[src/rtl/intersection_scheduler_if.sv]
// Signal bundle between the intersection phase scheduler and its environment.
// The scheduler takes the slave view; whatever drives the car sensors takes the master view.
interface intersection_scheduler_if;
  logic [3:0] req;
  logic [7:0] lights;
  logic       grant_pulse;
  logic [1:0] grant_id;
  logic [3:0] pending;

  modport master (
    output req,
    input  lights, grant_pulse, grant_id, pending
  );

  modport slave (
    input  req,
    output lights, grant_pulse, grant_id, pending
  );
endinterface

[src/rtl/intersection_scheduler.sv]
// Round-robin green/yellow/all-red phase scheduler for a 4-approach intersection.
// Light codes: RED=0, YELLOW=1, GREEN=2; approach i drives lights[2i+1:2i].
module intersection_scheduler #(
  parameter int GREEN_MIN = 8,
  parameter int GREEN_MAX = 20,
  parameter int YELLOW_T  = 4,
  parameter int ALLRED_T  = 3,
  parameter int CNT_W     = 8
) (
  input  logic                     clk,
  input  logic                     clear_n,
  intersection_scheduler_if.slave  bus
);

  typedef enum logic [1:0] {ST_GREEN, ST_YELLOW, ST_ALLRED} state_t;

  localparam logic [CNT_W-1:0] GMIN_M1 = CNT_W'(GREEN_MIN - 1);
  localparam logic [CNT_W-1:0] GMAX_M1 = CNT_W'(GREEN_MAX - 1);
  localparam logic [CNT_W-1:0] YEL_M1  = CNT_W'(YELLOW_T - 1);
  localparam logic [CNT_W-1:0] AR_M1   = CNT_W'(ALLRED_T - 1);
  localparam logic [CNT_W-1:0] CNT_ONE = CNT_W'(1);

  state_t           state_q, state_d;
  logic [1:0]       cur_q, cur_d;
  logic [CNT_W-1:0] green_cnt_q, green_cnt_d;
  logic [CNT_W-1:0] timer_q, timer_d;
  logic [3:0]       pending_q, pending_d;
  logic             grant_pulse_q, grant_pulse_d;

  logic [3:0] green_mask;
  logic       others;
  logic [1:0] next_id;
  logic [1:0] scan_idx;
  logic       found;

  // Rotating scan cur+1, cur+2, cur+3, cur; falls back to approach 0 when nothing is pending.
  always_comb begin
    next_id  = 2'd0;
    found    = 1'b0;
    scan_idx = cur_q;
    for (int k = 1; k <= 4; k++) begin
      scan_idx = cur_q + 2'(k);
      if (!found && pending_q[scan_idx]) begin
        next_id = scan_idx;
        found   = 1'b1;
      end
    end
  end

  assign green_mask = (state_q == ST_GREEN) ? (4'b0001 << cur_q) : 4'b0000;
  assign others     = |(pending_q & ~(4'b0001 << cur_q));

  always_comb begin
    state_d       = state_q;
    cur_d         = cur_q;
    green_cnt_d   = green_cnt_q;
    timer_d       = timer_q;
    grant_pulse_d = 1'b0;
    pending_d     = pending_q | (bus.req & ~green_mask);

    case (state_q)
      ST_GREEN: begin
        if (others && (green_cnt_q >= GMIN_M1) &&
            (!bus.req[cur_q] || (green_cnt_q == GMAX_M1))) begin
          state_d = ST_YELLOW;
          timer_d = YEL_M1;
        end else if (green_cnt_q != GMAX_M1) begin
          green_cnt_d = green_cnt_q + CNT_ONE;
        end
      end
      ST_YELLOW: begin
        if (timer_q == '0) begin
          state_d = ST_ALLRED;
          timer_d = AR_M1;
        end else begin
          timer_d = timer_q - CNT_ONE;
        end
      end
      ST_ALLRED: begin
        if (timer_q == '0) begin
          // Clearing the new holder's request overrides a same-cycle set.
          state_d            = ST_GREEN;
          cur_d              = next_id;
          green_cnt_d        = '0;
          pending_d[next_id] = 1'b0;
          grant_pulse_d      = 1'b1;
        end else begin
          timer_d = timer_q - CNT_ONE;
        end
      end
      default: state_d = ST_GREEN;
    endcase
  end

  always_ff @(posedge clk or negedge clear_n) begin
    if (!clear_n) begin
      state_q       <= ST_GREEN;
      cur_q         <= 2'd0;
      green_cnt_q   <= '0;
      timer_q       <= '0;
      pending_q     <= 4'b0000;
      grant_pulse_q <= 1'b0;
    end else begin
      state_q       <= state_d;
      cur_q         <= cur_d;
      green_cnt_q   <= green_cnt_d;
      timer_q       <= timer_d;
      pending_q     <= pending_d;
      grant_pulse_q <= grant_pulse_d;
    end
  end

  always_comb begin
    bus.lights = 8'h00;
    case (state_q)
      ST_GREEN:  bus.lights[{cur_q, 1'b0} +: 2] = 2'd2;
      ST_YELLOW: bus.lights[{cur_q, 1'b0} +: 2] = 2'd1;
      default:   bus.lights = 8'h00;
    endcase
  end

  assign bus.grant_pulse = grant_pulse_q;
  assign bus.grant_id    = cur_q;
  assign bus.pending     = pending_q;

endmodule

[src/flat_wrapper.sv]
// flat-port wrapper written by rule: the top's interface ports become plain ports
module intersection_scheduler_flat 
#(
  parameter int GREEN_MIN = 8,
  parameter int GREEN_MAX = 20,
  parameter int YELLOW_T  = 4,
  parameter int ALLRED_T  = 3,
  parameter int CNT_W     = 8
)
  (clk, clear_n, bus_req, bus_lights, bus_grant_pulse, bus_grant_id, bus_pending);
  intersection_scheduler_if bus_i ();
  input  logic clk;
  input  logic clear_n;
  input wire logic [$bits(bus_i.req)-1:0] bus_req;
  output wire logic [$bits(bus_i.lights)-1:0] bus_lights;
  output wire logic [$bits(bus_i.grant_pulse)-1:0] bus_grant_pulse;
  output wire logic [$bits(bus_i.grant_id)-1:0] bus_grant_id;
  output wire logic [$bits(bus_i.pending)-1:0] bus_pending;
  assign bus_i.req = bus_req;
  assign bus_lights = bus_i.lights;
  assign bus_grant_pulse = bus_i.grant_pulse;
  assign bus_grant_id = bus_i.grant_id;
  assign bus_pending = bus_i.pending;
  intersection_scheduler #(.GREEN_MIN(GREEN_MIN), .GREEN_MAX(GREEN_MAX), .YELLOW_T(YELLOW_T), .ALLRED_T(ALLRED_T), .CNT_W(CNT_W)) u_core (.clk(clk), .clear_n(clear_n), .bus(bus_i));
endmodule
[config.mk]
export PLATFORM = sky130hd
export DESIGN_NAME = intersection_scheduler_flat
export DESIGN_NICKNAME = d
export VERILOG_FILES = /design/src/rtl/intersection_scheduler_if.sv /design/src/rtl/intersection_scheduler.sv /design/src/flat_wrapper.sv
export SDC_FILE = /design/constraint.sdc
export NUM_CORES = 1
export LEC_CHECK = 0
export ABC_AREA = 1
export BUFFER_PORTS_ARGS = -buffer_cell sky130_fd_sc_hd__buf_2
export CAP_MARGIN = 20
export CORE_MARGIN = 4
export CORE_UTILIZATION = 60
export CTS_BUF_LIST = sky130_fd_sc_hd__clkbuf_8
export CTS_CLUSTER_DIAMETER = 120
export DETAILED_ROUTE_END_ITERATION = 8
export HOLD_SLACK_MARGIN = 0.06
export PLACE_DENSITY = 0.88
export REMOVE_ABC_BUFFERS = 1
export SLEW_MARGIN = 20
export SYNTH_ARGS = -nofsm -noshare
export SYNTH_HDL_FRONTEND = slang
export SYNTH_SLANG_ARGS = --single-unit
[constraint.sdc]
create_clock -name clk -period 3.2 [get_ports clk]
set_input_delay 0.64 -clock clk [delete_from_list [all_inputs] [get_ports clk]]
set_output_delay 0.64 -clock clk [all_outputs]
set_load 0.005 [all_outputs]
Word level (Yosys, flattened, before mapping)
Index checks and enable logic that the tools add are counted.
{ "word_totals": {"regBits": 25, "in_bits": 6, "out_inout_bits": 15, "wordCells": 99} }
{ "classes": {"n_addsub": 6, "order_cmp": 7, "n_eq_ne": 10, "shifts": 4, "mux": 37, "bitwise": 9, "n_reduce_logical": 20} }
{ "op_table": {"columns": ["operator", "count"], "rows": [
  ["$mux 8", 6],
  ["$pmux 8 s2", 2],
  ["$pmux 8 s3", 1],
  ["$and 8x8->8", 2],
  ["$shiftx 2x5->8 const A", 2],
  ["$lt 2x3->1 const B", 5],
  ["$mux 2", 7],
  ["$and 4x4->4", 3],
  ["$mux 4", 3],
  ["$not 4->4", 3],
  ["$mux 1", 11],
  ["$bmux 1 s2", 5],
  ["$add 8x1->8 const B", 1],
  ["$eq 8x5->1 const B", 1],
  ["$ge 8x3->1 const B", 1],
  ["$logic_not 8->1", 1],
  ["$ne 2x2->1 const B", 4],
  ["$ne 8x5->1 const B", 1],
  ["$shift 2x5->8 const A", 1],
  ["$sub 8x1->8 const B", 1],
  ["$logic_and 1x1->1", 6],
  ["$pmux 2 s3", 1],
  ["$reduce_and 3->1", 2],
  ["$neg 3->5", 1],
  ["other kinds (17)", 22]
]} }

Depth between registers and ports, before layout
{ "depth": {"depth_word": 21, "ltp_mapped": 15, "depth_no_buf": 13} }

Worst setup path after synthesis
OpenSTA, ideal clock, no wires.
{ "synth_timing": {"kind": "flip-flop to output port", "startpoint": "register u_core.cur_q[0], in the netlist u_core.bus.grant_id[0]", "endpoint": "output bus_lights[0]", "arrival_time_ns": 1.508, "t_required_ns": 2.560, "path_slack_ns": 1.052, "stages_incl_launch_ff": 7, "n_path_buf": 1, "cell_sequence": "dfrtp_1 inv_2 buf_6 ha_1 bufinv_8 nand2_1 nor3_1"} }
{ "synth_via": {"elab_chain_len": 4, "elab_cells_between_ends": 7, "cone_classes": "1 x add/sub; 3 x shift; 1 x mux; 2 x bitwise"} }
{ "synth_lines": {"columns": ["element", "line_no", "source"], "rows": [
  ["start: declaration", "intersection_scheduler.sv:24", "logic [1:0] cur_q, cur_d;"],
  ["start signal: assignment", "intersection_scheduler.sv:105", "cur_q <= cur_d;"],
  ["$neg 3->5 (*)", "intersection_scheduler.sv:116, intersection_scheduler.sv:117", null],
  ["$shiftx 2x5->8 (tied with other cells)", "intersection_scheduler.sv:117", "ST_YELLOW: bus.lights[{cur_q, 1'b0} +: 2] = 2'd1;"],
  ["$and 8x8->8 (no line)", null, null],
  ["$pmux 8 s2 (*)", "intersection_scheduler.sv:115", "case (state_q)"],
  ["end: declaration", "flat_wrapper.sv:15", "output wire logic [$bits(bus_i.lights)-1:0] bus_lights;"]
]} }
Every way passes the cells marked *; elsewhere a longest branch is shown, timed or not.

Worst setup path after layout
{ "layout_timing": {"startpoint": "register u_core.cur_q[1], in the netlist u_core.bus.grant_id[1]", "endpoint": "output bus_lights[1]"} }
Same word-level chain as after synthesis.

==> impl_metrics.py <==
metrics = {
    "status": {
        "status": "finished, final reports clean",
    },
    "clock_tree": {
        "path_clk_slew_ns": 0.10,
        "cts_buffers": 3,
        "cts_tree": "done",
        "root_buffer": "clkbuf_8",
        "clock_latency_ns": 0.27,
        "h-tree-depth": 1,
        "cts_hold_buffers": 0,
        "post-cts-setup-buffer-count": 0,
        "post_cts_resized": 0,
        "cts_sinks": 25,
        "cts.path.max_buffers": 2,
    },
    "grt": {
        "gr-total-overflow": 0,
        "grt_max_degree": 26,
        "grt_pass1_vias": 1823,
        "antenna_found_initial": 0,
        "grt_pass1_wl_um": 7800,
        "grt_use_total": 0.220,
    },
    "power": {
        "ir_drop_uv": 632,
        "power_density_nw_per_um2": 1100,
        "leakage_nw": 1.15,
    },
    "floorplanning": {
        "die_x_um": 67.7,
        "start_util": 0.631,
        "dieArea_um2": 4580,
        "core-area_um2": 3390,
        "num_rows": 21,
        "io_pins": 21,
        "die_h_um": 67.7,
    },
    "synthesis": {
        "ys_seq_elements": 25,
        "synth_top_cell_by_area": "dfrtp_1",
        "seq_area_frac_synth": 0.293,
        "ys_warn_count": 0,
        "synth_top_area_share": 0.293,
        "async_flop_share": 1.00,
        "synth_most_common_cell": "nand2_1",
        "synth_cell_types": 30,
        "synth_cells": 297,
        "synth.cell_area_um2": 2140,
        "ys.flop_type": "dfrtp_1",
        "synth-edff-count": 0,
        "synth_area_per_cell_um2": 7.20,
        "yosys-top-cells-count": "nand2_1 (77), nand3_1 (30), nor2_1 (29), dfrtp_1 (25), inv_1 (20)",
        "synth.area.top_cells": "dfrtp_1 (29%), nand2_1 (14%), ha_1 (8.8%)",
    },
    "critical_path": {
        "criticalPathCategory": "flop to primary output",
        "start_kind": "flop",
        "r2r_start": "u_core.bus.grant_id[1]",
        "worst-endpoint-required_ns": 2.56,
        "max_stage_delay_ns": 0.60,
        "rr_worst_depth": 11,
        "endpoint_kind": "primary output",
        "critical_path_arrival_ns": 2.07,
        "crit_fanout": 11,
        "critPathTopFamily": "flip-flops",
        "crit_slowest_cell": "dfrtp_1",
        "r2r_end": "u_core.bus.pending[0]",
        "path_cells": "inv_1 > ha_1 > bufinv_8 > nand2_1 > nor3_1 > buf_2",
        "r2r_slack_ns": 0.93,
        "crit_buf_inv": 3,
    },
    "detailed_routing": {
        "drt_first_pass_iters": 4,
        "remaining_drc_errors": 0,
        "postRouteAntennaNets": 0,
        "vias": 1954,
        "drt_iter0_drc": 183,
        "routed_via_density": 5.41,
        "wl_per_cell_um": 12.5,
        "wl_um": 4510,
    },
    "final_layout": {
        "drive_gt1_frac": 0.216,
        "syn_to_final_growth_pct": 7.67,
        "final_nets": 337,
        "n_antenna_cell": 0,
    },
    "timing": {
        "tightest_slew_ns": 0.560,
        "max_freq_ghz": 0.370,
        "whs_ns": 0.343,
        "setup_viol": 0,
        "rsz0062_at_grt": "false",
        "skew_ns": 0.00901,
        "layout_min_cycle_time_ns": 2.71,
        "finalSetupTns_ns": 0,
        "hold_viol": 0,
        "fin_crit_sh": 0.845,
        "slew_viol_final": 0,
        "maxSlewHeadroom": 0.627,
    },
    "place": {
        "place_congestion": 0.904,
        "portBuffers": 20,
        "dp_hpwl_um": 3380,
    },
    "flow_run": {
        "maxCapViolCount": 0,
    },
    "min_path": {
        "hp-class": "primary input to async pin",
    },
}
==> flip-flops by register name (all words and copies together), names as in the netlist <==
| register | cells |
|---|---|
| u_core.bus.grant_id | 2 |
| u_core.bus.grant_pulse | 1 |
| u_core.bus.pending | 4 |
| u_core.green_cnt_q | 8 |
| u_core.state_q | 2 |
| u_core.timer_q | 8 |
==> per-layer routing <==
layer  up-vias  GRT usage  part of all wire  wire length, µm
met5         -          0                 0                0
met4         0     0.0582            0.0060               27
met3         5     0.0333             0.057              259
met2        59      0.392              0.50             2230
met1       893      0.273              0.44             1990
li1        997          -                 -                -
==> per-stage QoR <==
step	area (µm²)	worst slack (ns)	utilization	instances	power, W
2_1_floorplan	2090	0.863	-	290	0.00196
6_report	2300	0.494	0.679	361	0.00254
3_3_place_gp	2250	0.888	0.665	357	0.00229
3_5_place_dp	2250	0.814	0.665	357	0.00233
5_1_grt	2300	0.345	0.679	361	0.00283
4_1_cts	2300	0.505	0.679	361	0.00254
==> cell families after synthesis <==
logic type,Yosys count,share of synthesized area
compound gates,40,0.114
fa+ha+maj,15,0.0878
xor+xnor,6,0.0246
simple gates,173,0.397
flops,25,0.293
buf+inv,38,0.0843
==> cell usage in the layout (no fill, tap or decap), types with 3 or more instances in the layout <==
master	Yosys	final
nor2_4	3	3
a21oi_1	10	10
nand2_1	77	77
xor2_1	6	6
nor2_1	29	29
nand2_4	7	7
buf_2	1	20
dfrtp_1	25	25
ha_1	15	15
nand3_1	30	30
o21ai_0	9	9
o21ai_1	11	11
nand4_1	5	5
o21ai_2	8	8
inv_1	20	20
clkbuf_8	0	3
nor3_1	7	7
nand2_2	6	6
inv_2	10	10
==> report_power, final <==
part	switching, W	total, W	internal [W]	leakage (nW)
clock	0.000105	0.000194	0.0000884	0.0217
sequential	0.000113	0.000539	0.000426	0.309
combinational	0.00119	0.00181	0.000617	0.817
==> worst max-delay path by stage <==
stage | cells past startpoint | end | slack (ns) | start
after detailed placement | 6 | bus_lights[1] | 0.81 | u_core.bus.grant_id[1]
after global routing | 6 | bus_lights[1] | 0.34 | u_core.bus.grant_id[1]
after global placement | 6 | bus_lights[1] | 0.89 | u_core.bus.grant_id[1]
after CTS | 6 | bus_lights[1] | 0.51 | u_core.bus.grant_id[1]
after floorplan | 5 | bus_lights[0] | 0.86 | u_core.bus.grant_id[0]
final | 6 | bus_lights[1] | 0.49 | u_core.bus.grant_id[1]
==> layout make-up <==
cell class | instances | area, µm²
clock buffers | 3 | 41.3
clock inverters | 1 | 7.51
fillers | 288 | 1090
inverters | 31 | 130
multi-input cells | 234 | 1330
flip-flops and latches | 25 | 626
well taps | 46 | 57.6
repair buffers | 21 | 108
Note: power is estimated with default switching activity, not from simulation.
